## config.mk

```make
export PLATFORM = sky130hd
export DESIGN_NAME = display_mem_arbiter
export DESIGN_NICKNAME = d
export VERILOG_FILES = /design/src/rtl/display_mem_arbiter.sv
export SDC_FILE = /design/constraint.sdc
export NUM_CORES = 1
export LEC_CHECK = 0
export ABC_AREA = 0
export BUFFER_PORTS_ARGS = -buffer_cell sky130_fd_sc_hd__buf_2
export CAP_MARGIN = 20
export CORE_MARGIN = 2
export CORE_UTILIZATION = 40
export DETAILED_ROUTE_END_ITERATION = 10
export PLACE_DENSITY = 0.78
export SETUP_SLACK_MARGIN = 0.5
export SYNTH_ARGS = -nofsm -noshare
export SYNTH_HDL_FRONTEND = slang
export SYNTH_SLANG_ARGS = --single-unit
```

## constraint.sdc

```tcl
create_clock -name clk -period 2.35 [get_ports clk]
set_input_delay 0.47 -clock clk [delete_from_list [all_inputs] [get_ports clk]]
set_output_delay 0.47 -clock clk [all_outputs]
set_load 0.005 [all_outputs]
```

## src/rtl/display_mem_arbiter.sv

```systemverilog
// Two-port arbiter for the shared display/sprite BRAM: port 0 has priority and port 1 is aged (round-robin under DISPLAY_MEM_ARB_RR_EN).
// Grant is combinational, the issue is registered at t+1, and read data returns at t+1+RD_LAT. busy1 flags a refused port-1 request.
module display_mem_arbiter #(
  parameter int AW       = 15,
  parameter int DW       = 8,
  parameter int RD_LAT   = 2,
  parameter int MAX_WAIT = 8
) (
  input  logic          clk,
  input  logic          rst,
  input  logic          req0,
  input  logic [AW-1:0] addr0,
  input  logic [DW-1:0] wdata0,
  input  logic          we0,
  output logic          gnt0,
  output logic          rvalid0,
  output logic [DW-1:0] rdata0,
  input  logic          req1,
  input  logic [AW-1:0] addr1,
  input  logic [DW-1:0] wdata1,
  input  logic          we1,
  output logic          gnt1,
  output logic          rvalid1,
  output logic [DW-1:0] rdata1,
  output logic [AW-1:0] mem_addr,
  output logic [DW-1:0] mem_din,
  output logic          mem_we,
  input  logic [DW-1:0] mem_dout,
  output logic          busy1
);

  localparam logic [7:0] MAX_WAIT_C = 8'(MAX_WAIT);

  typedef struct packed {
    logic [AW-1:0] addr;
    logic [DW-1:0] din;
    logic          we;
  } acc_t;

  acc_t          acc0, acc1;
  logic [7:0]    wait_cnt;
  logic [RD_LAT:0] tag_v;
  logic [RD_LAT:0] tag_p;
  logic [DW-1:0] rdata0_q, rdata1_q;
  logic          rd_issue;

  assign acc0 = '{addr: addr0, din: wdata0, we: we0};
  assign acc1 = '{addr: addr1, din: wdata1, we: we1};

`ifdef DISPLAY_MEM_ARB_RR_EN
  logic last_gnt;

  always_ff @(posedge clk) begin
    if (rst) begin
      last_gnt <= 1'b0;
    end else if (gnt0) begin
      last_gnt <= 1'b0;
    end else if (gnt1) begin
      last_gnt <= 1'b1;
    end
  end

  always_ff @(posedge clk) begin
    wait_cnt <= '0;
  end

  always_comb begin
    gnt0 = 1'b0;
    gnt1 = 1'b0;
    if (!rst) begin
      if (req0 && req1) begin
        gnt0 = last_gnt;
        gnt1 = ~last_gnt;
      end else begin
        gnt0 = req0;
        gnt1 = req1;
      end
    end
  end
`else
  always_ff @(posedge clk) begin
    if (rst || !req1 || gnt1) begin
      wait_cnt <= '0;
    end else if (wait_cnt != MAX_WAIT_C) begin
      wait_cnt <= wait_cnt + 8'd1;
    end
  end

  always_comb begin
    gnt0 = 1'b0;
    gnt1 = 1'b0;
    if (!rst) begin
      if (req0 && req1) begin
        gnt1 = (wait_cnt == MAX_WAIT_C);
        gnt0 = ~gnt1;
      end else begin
        gnt0 = req0;
        gnt1 = req1;
      end
    end
  end
`endif

  assign busy1    = req1 & ~gnt1 & ~rst;
  assign rd_issue = (gnt0 & ~we0) | (gnt1 & ~we1);

  // Tag stage k is valid during issue+k, so the last stage lines up with BRAM data.
  assign rvalid0 = ~rst & tag_v[RD_LAT] & ~tag_p[RD_LAT];
  assign rvalid1 = ~rst & tag_v[RD_LAT] &  tag_p[RD_LAT];
  assign rdata0  = rvalid0 ? mem_dout : rdata0_q;
  assign rdata1  = rvalid1 ? mem_dout : rdata1_q;

  always_ff @(posedge clk) begin
    if (rst) begin
      mem_addr <= '0;
      mem_din  <= '0;
      mem_we   <= 1'b0;
      tag_v    <= '0;
      tag_p    <= '0;
      rdata0_q <= '0;
      rdata1_q <= '0;
    end else begin
      if (gnt0) begin
        mem_addr <= acc0.addr;
        mem_din  <= acc0.din;
        mem_we   <= acc0.we;
      end else if (gnt1) begin
        mem_addr <= acc1.addr;
        mem_din  <= acc1.din;
        mem_we   <= acc1.we;
      end else begin
        mem_we   <= 1'b0;
      end
      tag_v <= {tag_v[RD_LAT-1:0], rd_issue};
      tag_p <= {tag_p[RD_LAT-1:0], gnt1};
      if (rvalid0) rdata0_q <= mem_dout;
      if (rvalid1) rdata1_q <= mem_dout;
    end
  end

endmodule

```

==> results of run 1 <==
[flip-flops by register name, summed over array words and instances (netlist names)]
register,flops
wait_cnt,8
rdata0_q,8
rdata1_q,8
mem_we,1
tag_v,3
mem_din,8
tag_p,3
mem_addr,15
[kinds of logic (layout without fill, tap and decap cells)]
logic type,Yosys count,in the layout
DFF,54,54
xor gates and xnor gates,6,6
AOI/OAI and AO/OA,28,28
adders and majority gates,2,2
and+or+nand+nor,115,115
buffers and inverters,23,147
muxes,16,16
[Yosys cell counts]
master / instances
sky130_fd_sc_hd__inv_1: 7
sky130_fd_sc_hd__o21ai_4: 1
sky130_fd_sc_hd__a311oi_2: 19
sky130_fd_sc_hd__buf_6: 2
sky130_fd_sc_hd__or4b_4: 1
sky130_fd_sc_hd__o2bb2ai_1: 1
sky130_fd_sc_hd__or3b_2: 1
sky130_fd_sc_hd__buf_2: 3
sky130_fd_sc_hd__inv_2: 1
sky130_fd_sc_hd__dfxtp_1: 54
sky130_fd_sc_hd__nor3b_1: 1
sky130_fd_sc_hd__o211ai_1: 1
sky130_fd_sc_hd__nand3b_1: 1
sky130_fd_sc_hd__and3_1: 2
sky130_fd_sc_hd__a311oi_1: 4
sky130_fd_sc_hd__nor2_1: 33
sky130_fd_sc_hd__o41ai_2: 1
sky130_fd_sc_hd__clkbuf_1: 10
sky130_fd_sc_hd__nand2_1: 46
sky130_fd_sc_hd__mux2_2: 16
sky130_fd_sc_hd__xor2_1: 4
sky130_fd_sc_hd__nand3_1: 6
sky130_fd_sc_hd__a21oi_1: 1
sky130_fd_sc_hd__nor2b_1: 21
sky130_fd_sc_hd__and3b_1: 2
sky130_fd_sc_hd__xnor2_1: 2
sky130_fd_sc_hd__ha_1: 2
sky130_fd_sc_hd__or4bb_1: 1
[cell type report]
type | count | share of cell area
Tap cell | 72 | 0.0256
Timing Repair Buffer | 133 | 0.260
Clock buffer | 6 | 0.0235
Sequential cell | 54 | 0.309
Inverter | 8 | 0.00855
Multi-Input combinational cell | 167 | 0.374
[worst max-delay path: cells and delay by family (launching register included)]
family | cells | cell delay (ps)
compound gates | 1 | 280
fa+ha+maj | 1 | 120
buf+inv | 2 | 180
flops | 1 | 330
simple gates | 2 | 710
[stage by stage]
stage | instance area (um2) | setup slack, ps | utilization | total power, W
finish | 3510 | -31.6 | 0.627 | 0.00177
global route | 3510 | -102 | 0.627 | 0.00186
CTS | 3270 | -108 | 0.583 | 0.00177
detailed placement | 2990 | 192 | 0.532 | 0.00125
global placement | 2990 | 293 | 0.532 | 0.00124
floorplan | 2370 | 272 | - | 0.00113
[repair_timing]
| action | CTS | global route |
|---|---|---|
| gates cloned | 2 | 2 |
| pin swaps | 6 | 5 |
| gates resized for setup | 33 | 45 |
| endpoints found under the setup margin | 50 | 52 |
| hold buffers | 0 | 0 |
| setup buffers | 9 | 6 |
[routing by layer]
layer  wire (um)  track usage  up-vias
li1            -            -     1073
met2        3120        0.304       89
met5           0            0        -
met4          85       0.0814        0
met3         389       0.0382        6
met1        2440        0.204      974
[path summary, 6_finish.rpt]
| kind | endpoint | slack, ps |
|---|---|---|
| setup / recovery | gnt1 | -30 |
| hold / removal | tag_v[0] | 380 |
| setup reg to reg | mem_din[1] | 80 |
| hold reg to reg | tag_v[2] | 440 |
[where the power goes]
group / switching (W) / internal [W] / total, W
logic: 0.000148 / 0.000155 / 0.000303
registers: 0.0000176 / 0.000953 / 0.000970
clock network: 0.000267 / 0.000228 / 0.000494
==> metrics.txt, run 1 <==
status complete, but fails checks; violated checks negative setup slack; root buffer selected by CTS sky130_fd_sc_hd__clkbuf_8; overflow left after global routing 0; Max Transition Viols Final 0; via count of the first global-routing pass around 2000; time the worst path needs with I/O delays and setup approximately 2400 ps; post-route DRC violation count 0; dominant combinational cell family by area after synthesis simple AND/OR/NAND/NOR gates; maximum buffer depth of the clock tree 2; cells traversed along the worst timing path inv_2 -> ha_4 -> or4b_4 -> o41ai_4 -> and3b_1 -> buf_2; number of nets with antenna violations after routing 0; source-to-sink clock delay at the later pin of the worst-skew pair 290 ps; required arrival time at the worst endpoint ~1900 ps; via count of the routed design 2142; Via density between 4 and 5; Global Route Usage Sum 0.175; sort of element at the start of the critical path flip-flop; boundary pin count approximately 110; minimum setup slack in the final design -31.6 ps; area of combinational cells with multiple inputs between 1000 and 1500 um2; synthesized-area fraction occupied by and/or/nand/nor cells 0.228; number of DRC violations after detailed-routing iteration 0 between 40 and 50; Critical-path top delay cell sky130_fd_sc_hd__or4b_4; RSZ-0062 raised after global routing true; share of the cycle needed by the critical path after routing 1.01; total clock buffers created by CTS 5; Die X just over 80 um; Synth Area in XOR/XNOR 0.0223; count of fill cells added during filler insertion 455; Worst Hold Slack between 300 and 400 ps; total of max-cap violations 0; detail-routed net length per standard cell roughly 14 um; clock slew at the register clock pins of the worst setup and hold paths roughly 90 ps; detailed-routing iteration count for the pre-antenna-repair pass 4; transition time at the pin with the least slew margin ~370 ps; number of storage elements in the synthesis netlist 54; number of clock sinks seen by CTS 54; fraction of synthesized area in multiplexers 0.0765; FF/Latch Area around 1100 um2; maximum number of pins on one net before global-route repair 32; maximum level of the CTS H-tree 2; global placement routability congestion between 0.8 and 0.9; number of antenna violations at the first check in global routing 0; top cell type by total area after synthesis sky130_fd_sc_hd__dfxtp_1; initial standard-cell utilization of the core 0.420; Crit. Startpoint wait_cnt[1]; area share of the leading cell type in the synthesized netlist 0.459; total power divided by cell area 503 nW/um2; fraction of the mapped netlist area in compound gates 0.159; remaining max-slew budget at the tightest pin 0.751; most frequent cells in the layout sky130_fd_sc_hd__buf_2 (86), sky130_fd_sc_hd__dfxtp_1 (50), sky130_fd_sc_hd__nand2_1 (45); wire length of the first global-routing pass roughly 8900 um; leading cell type in the layout, fill and taps excluded sky130_fd_sc_hd__buf_2; mapped cell area approximately 2400 um2; adder-cell area share of the yosys netlist 0.0106; number of diodes added for antenna fixing 0; startpoint of the tightest hold check path we0; number of buffers added on ports 104; dominant cells by area after synthesis sky130_fd_sc_hd__dfxtp_1 (46%), sky130_fd_sc_hd__a311oi_2 (12%), sky130_fd_sc_hd__mux2_2 (7.7%), sky130_fd_sc_hd__nand2_1 (7.3%), sky130_fd_sc_hd__nor2b_1 (5.6%); Die Ht 80.7 um; Worst Hold Class primary input to flip-flop; site row count 27; detailed placer's ending HPWL approximately 4000 um; post-synth net total 306; Sum Neg Setup Slack -61.3 ps; sort of element at the end of the critical path primary output; placeable core area between 5000 and 6000 um2; DRT Wirelength 6030 um; final-stage net count around 430; gate count of the mapped netlist 244; synthesis-to-layout area growth 49.2%; Clock Skew a little over 9 ps; share of final-layout standard cells stronger than drive strength 1 0.538; hold depth 2; CP Data Arrival Time between 1500 and 2000 ps; path type of the worst setup path flip-flop to primary output; number of hold violations in the final report 0; IR drop worst, VDD ~0.25 mV; yosys synthesis warning count 0; max frequency approximately 0.42 GHz; final count of negative-setup-slack endpoints 3; count of unique library cells instantiated by Yosys 28; portion of the post-synthesis area used by sequential elements 0.459; worst reg2reg path depth 12; syn_area_per_cell around 9.7 um2; die area around 6500 um2; final non-filler cell total 440; Cells after DPL 415; Crit Reg-Reg Startpoint wait_cnt[1]; total leakage power approximately 1.6 nW; CTS tree built; critical path peak fanout 3; Critical Path Max Stage Delay 480 ps
Power figures use the tool's default switching activity.
==> inputs of run 2 (changes only) <==
REMOVE_ABC_BUFFERS = 1   (was default)
==> run 2 against run 1 <==
Non-clock buffer count down 5; critical endpoint unchanged; largest cell class unchanged; the run still ends with negative setup slack left; cell count down 0.68%; clock skew about the same; sequential power about the same; critical path depth unchanged.
==> metrics.txt, run 2 (same netlist as run 1, synthesis figures left out) <==
path type of the worst setup path flip-flop to primary output; Die Ht 80.7 um (unchanged); required arrival time at the worst endpoint 1880 ps (about the same); initial standard-cell utilization of the core 0.420 (unchanged); die area 6520 um2 (unchanged); Largest Register mem_addr; detail-routed net length per standard cell 15.0 um (+9.3%); wire length of the first global-routing pass 9360 um (+5.8%); source-to-sink clock delay at the later pin of the worst-skew pair 300 ps (about the same); Die X 80.7 um (unchanged); via count of the first global-routing pass 2094 (+6.2%); transition time at the pin with the least slew margin 405 ps (+31.2 ps); sort of element at the start of the critical path flip-flop; synthesis-to-layout area growth 49.3% (about the same); number of buffers added on ports 104 (unchanged); Global Route Usage Sum 0.184 (+0.00966); total leakage power 1.63 nW (-0.11%); GR Layer Usage met1 0.200 (-0.00346); Most Crowded Layer GR met2; number of nets with antenna violations after routing 0 (unchanged); Worst Hold Class primary input to flip-flop; number of clock sinks seen by CTS 54 (unchanged); maximum number of pins on one net before global-route repair 45 (+41%); DRT Wirelength 6550 um (+8.6%); clock slew at the register clock pins of the worst setup and hold paths 100 ps (about the same); number of diodes added for antenna fixing 0 (unchanged); number of antenna violations at the first check in global routing 0 (unchanged); sort of element at the end of the critical path primary output; cells traversed along the worst timing path inv_2 -> ha_4 -> or4b_4 -> o41ai_4 -> and3b_1 -> buf_2; post-route DRC violation count 0 (unchanged); critical path peak fanout 4 (+1); final-stage net count 426 (-1.2%); final count of negative-setup-slack endpoints 3 (unchanged); CTS tree built; Sum Neg Setup Slack -160 ps (-98.5 ps); Critical-path top delay cell sky130_fd_sc_hd__or4b_4; placeable core area 5610 um2 (unchanged); detailed placer's ending HPWL 4030 um (+1.0%); RSZ-0062 raised after global routing true; grt met3 use 0.0449 (+0.00674); maximum buffer depth of the clock tree 2 (unchanged); boundary pin count 105 (unchanged); Hold-fix buffers, CTS 0 (unchanged); time the worst path needs with I/O delays and setup 2410 ps (+33.2 ps); max frequency 0.414 GHz (-1.4%); total clock buffers created by CTS 5 (unchanged); count of buffering cells on the critical path with inverters included 2 (unchanged); cell type group with the largest total delay on the critical path simple AND/OR/NAND/NOR gates; Max Transition Viols Final 0 (unchanged); leading cell type in the layout, fill and taps excluded sky130_fd_sc_hd__buf_2; detailed-routing iteration count for the pre-antenna-repair pass 4 (unchanged); number of hold violations in the final report 0 (unchanged); pre-CTS worst setup slack 147 ps (-44.9 ps); number of DRC violations after detailed-routing iteration 0 46 (+12%); status complete, but fails checks; share of final-layout standard cells stronger than drive strength 1 0.540 (+0.00168); total power divided by cell area 515 nW/um2 (+2.3%); remaining max-slew budget at the tightest pin 0.730 (-0.0208); CP Data Arrival Time 1940 ps (+30 ps); via count of the routed design 2188 (+2.1%); most frequent cells in the layout sky130_fd_sc_hd__buf_2 (87), sky130_fd_sc_hd__dfxtp_1 (50), sky130_fd_sc_hd__nand2_1 (39); share of the cycle needed by the critical path after routing 1.03 (+0.0141); total of max-cap violations 0 (unchanged); root buffer selected by CTS sky130_fd_sc_hd__clkbuf_8; violated checks negative setup slack; site row count 27 (unchanged); Via density 5.01 (+2.8%); minimum setup slack in the final design -64.7 ps (-33.2 ps); maximum level of the CTS H-tree 2 (unchanged); overflow left after global routing 0 (unchanged); global placement routability congestion 0.774 (-6.2%); Critical Path Max Stage Delay 470 ps (about the same); IR drop worst, VDD 0.235 mV (-6.8%); Largest register FFs 15 (unchanged); Clock Skew 8.93 ps (-0.277 ps); global routing usage on met2 0.346 (+0.0417)
## run 2: report_power, final
| part | internal (W) | switching, W |
|---|---|---|
| sequential | 0.000952 | 0.0000181 |
| combinational | 0.000156 | 0.000151 |
| clock | 0.000239 | 0.000293 |
## run 2: metal layers
| layer | vias to the layer above | wire length (um) |
|---|---|---|
| met1 | 1024 | 2600 |
| li1 | 1064 | - |
| met2 | 90 | 3470 |
| met3 | 10 | 410 |
| met5 | - | 0 |
| met4 | 0 | 70 |
## run 2: path summary, 6_finish.rpt
path	from	end	slack [ps]	depth (start not counted)
setup / recovery	wait_cnt[0]	gnt1	-60	6
hold / removal	we0	tag_v[0]	370	2
setup reg to reg	wait_cnt[0]	mem_din[2]	120	11
hold reg to reg	tag_p[1]	tag_p[2]	440	1
## run 2: what timing repair did
action                                  in CTS  in global routing
buffers inserted                             7                  6
resized for setup                           43                 33
pin swaps                                    5                  5
gates cloned                                 2                  2
endpoints found under the setup margin      50                 51
## run 2: cell type report
class                           instances  area, um2
Fill cell                             477       2090
Inverter                                8       30.0
Timing Repair Buffer                  128        907
Sequential cell                        54       1090
Clock inverter                          1       5.00
Tap cell                               72       90.1
Multi-Input combinational cell        167       1310
Clock buffer                            7       86.3
## run 2: worst reg2reg max path, stage by stage, from the launching register on
cell and delay (ps):
sky130_fd_sc_hd__dfxtp_4 360, sky130_fd_sc_hd__inv_2 60, sky130_fd_sc_hd__ha_4 110, sky130_fd_sc_hd__or4b_4 470, sky130_fd_sc_hd__buf_4 160, sky130_fd_sc_hd__buf_6 110, sky130_fd_sc_hd__o21ai_4 170, sky130_fd_sc_hd__buf_6 120
sky130_fd_sc_hd__buf_6 120, sky130_fd_sc_hd__buf_12 150, sky130_fd_sc_hd__nand2_1 80, sky130_fd_sc_hd__a311oi_2 240
## run 2: per-stage QoR
stage	cells	instance area (um2)	total power, W	util	hold WS (ps)
2_1_floorplan	229	2280	0.00111	-	414
3_3_place_gp	412	2960	0.00124	0.528	419
3_5_place_dp	412	2960	0.00125	0.528	422
4_1_cts	429	3310	0.00179	0.590	361
5_1_grt	437	3510	0.00190	0.627	363
6_report	437	3510	0.00181	0.627	373
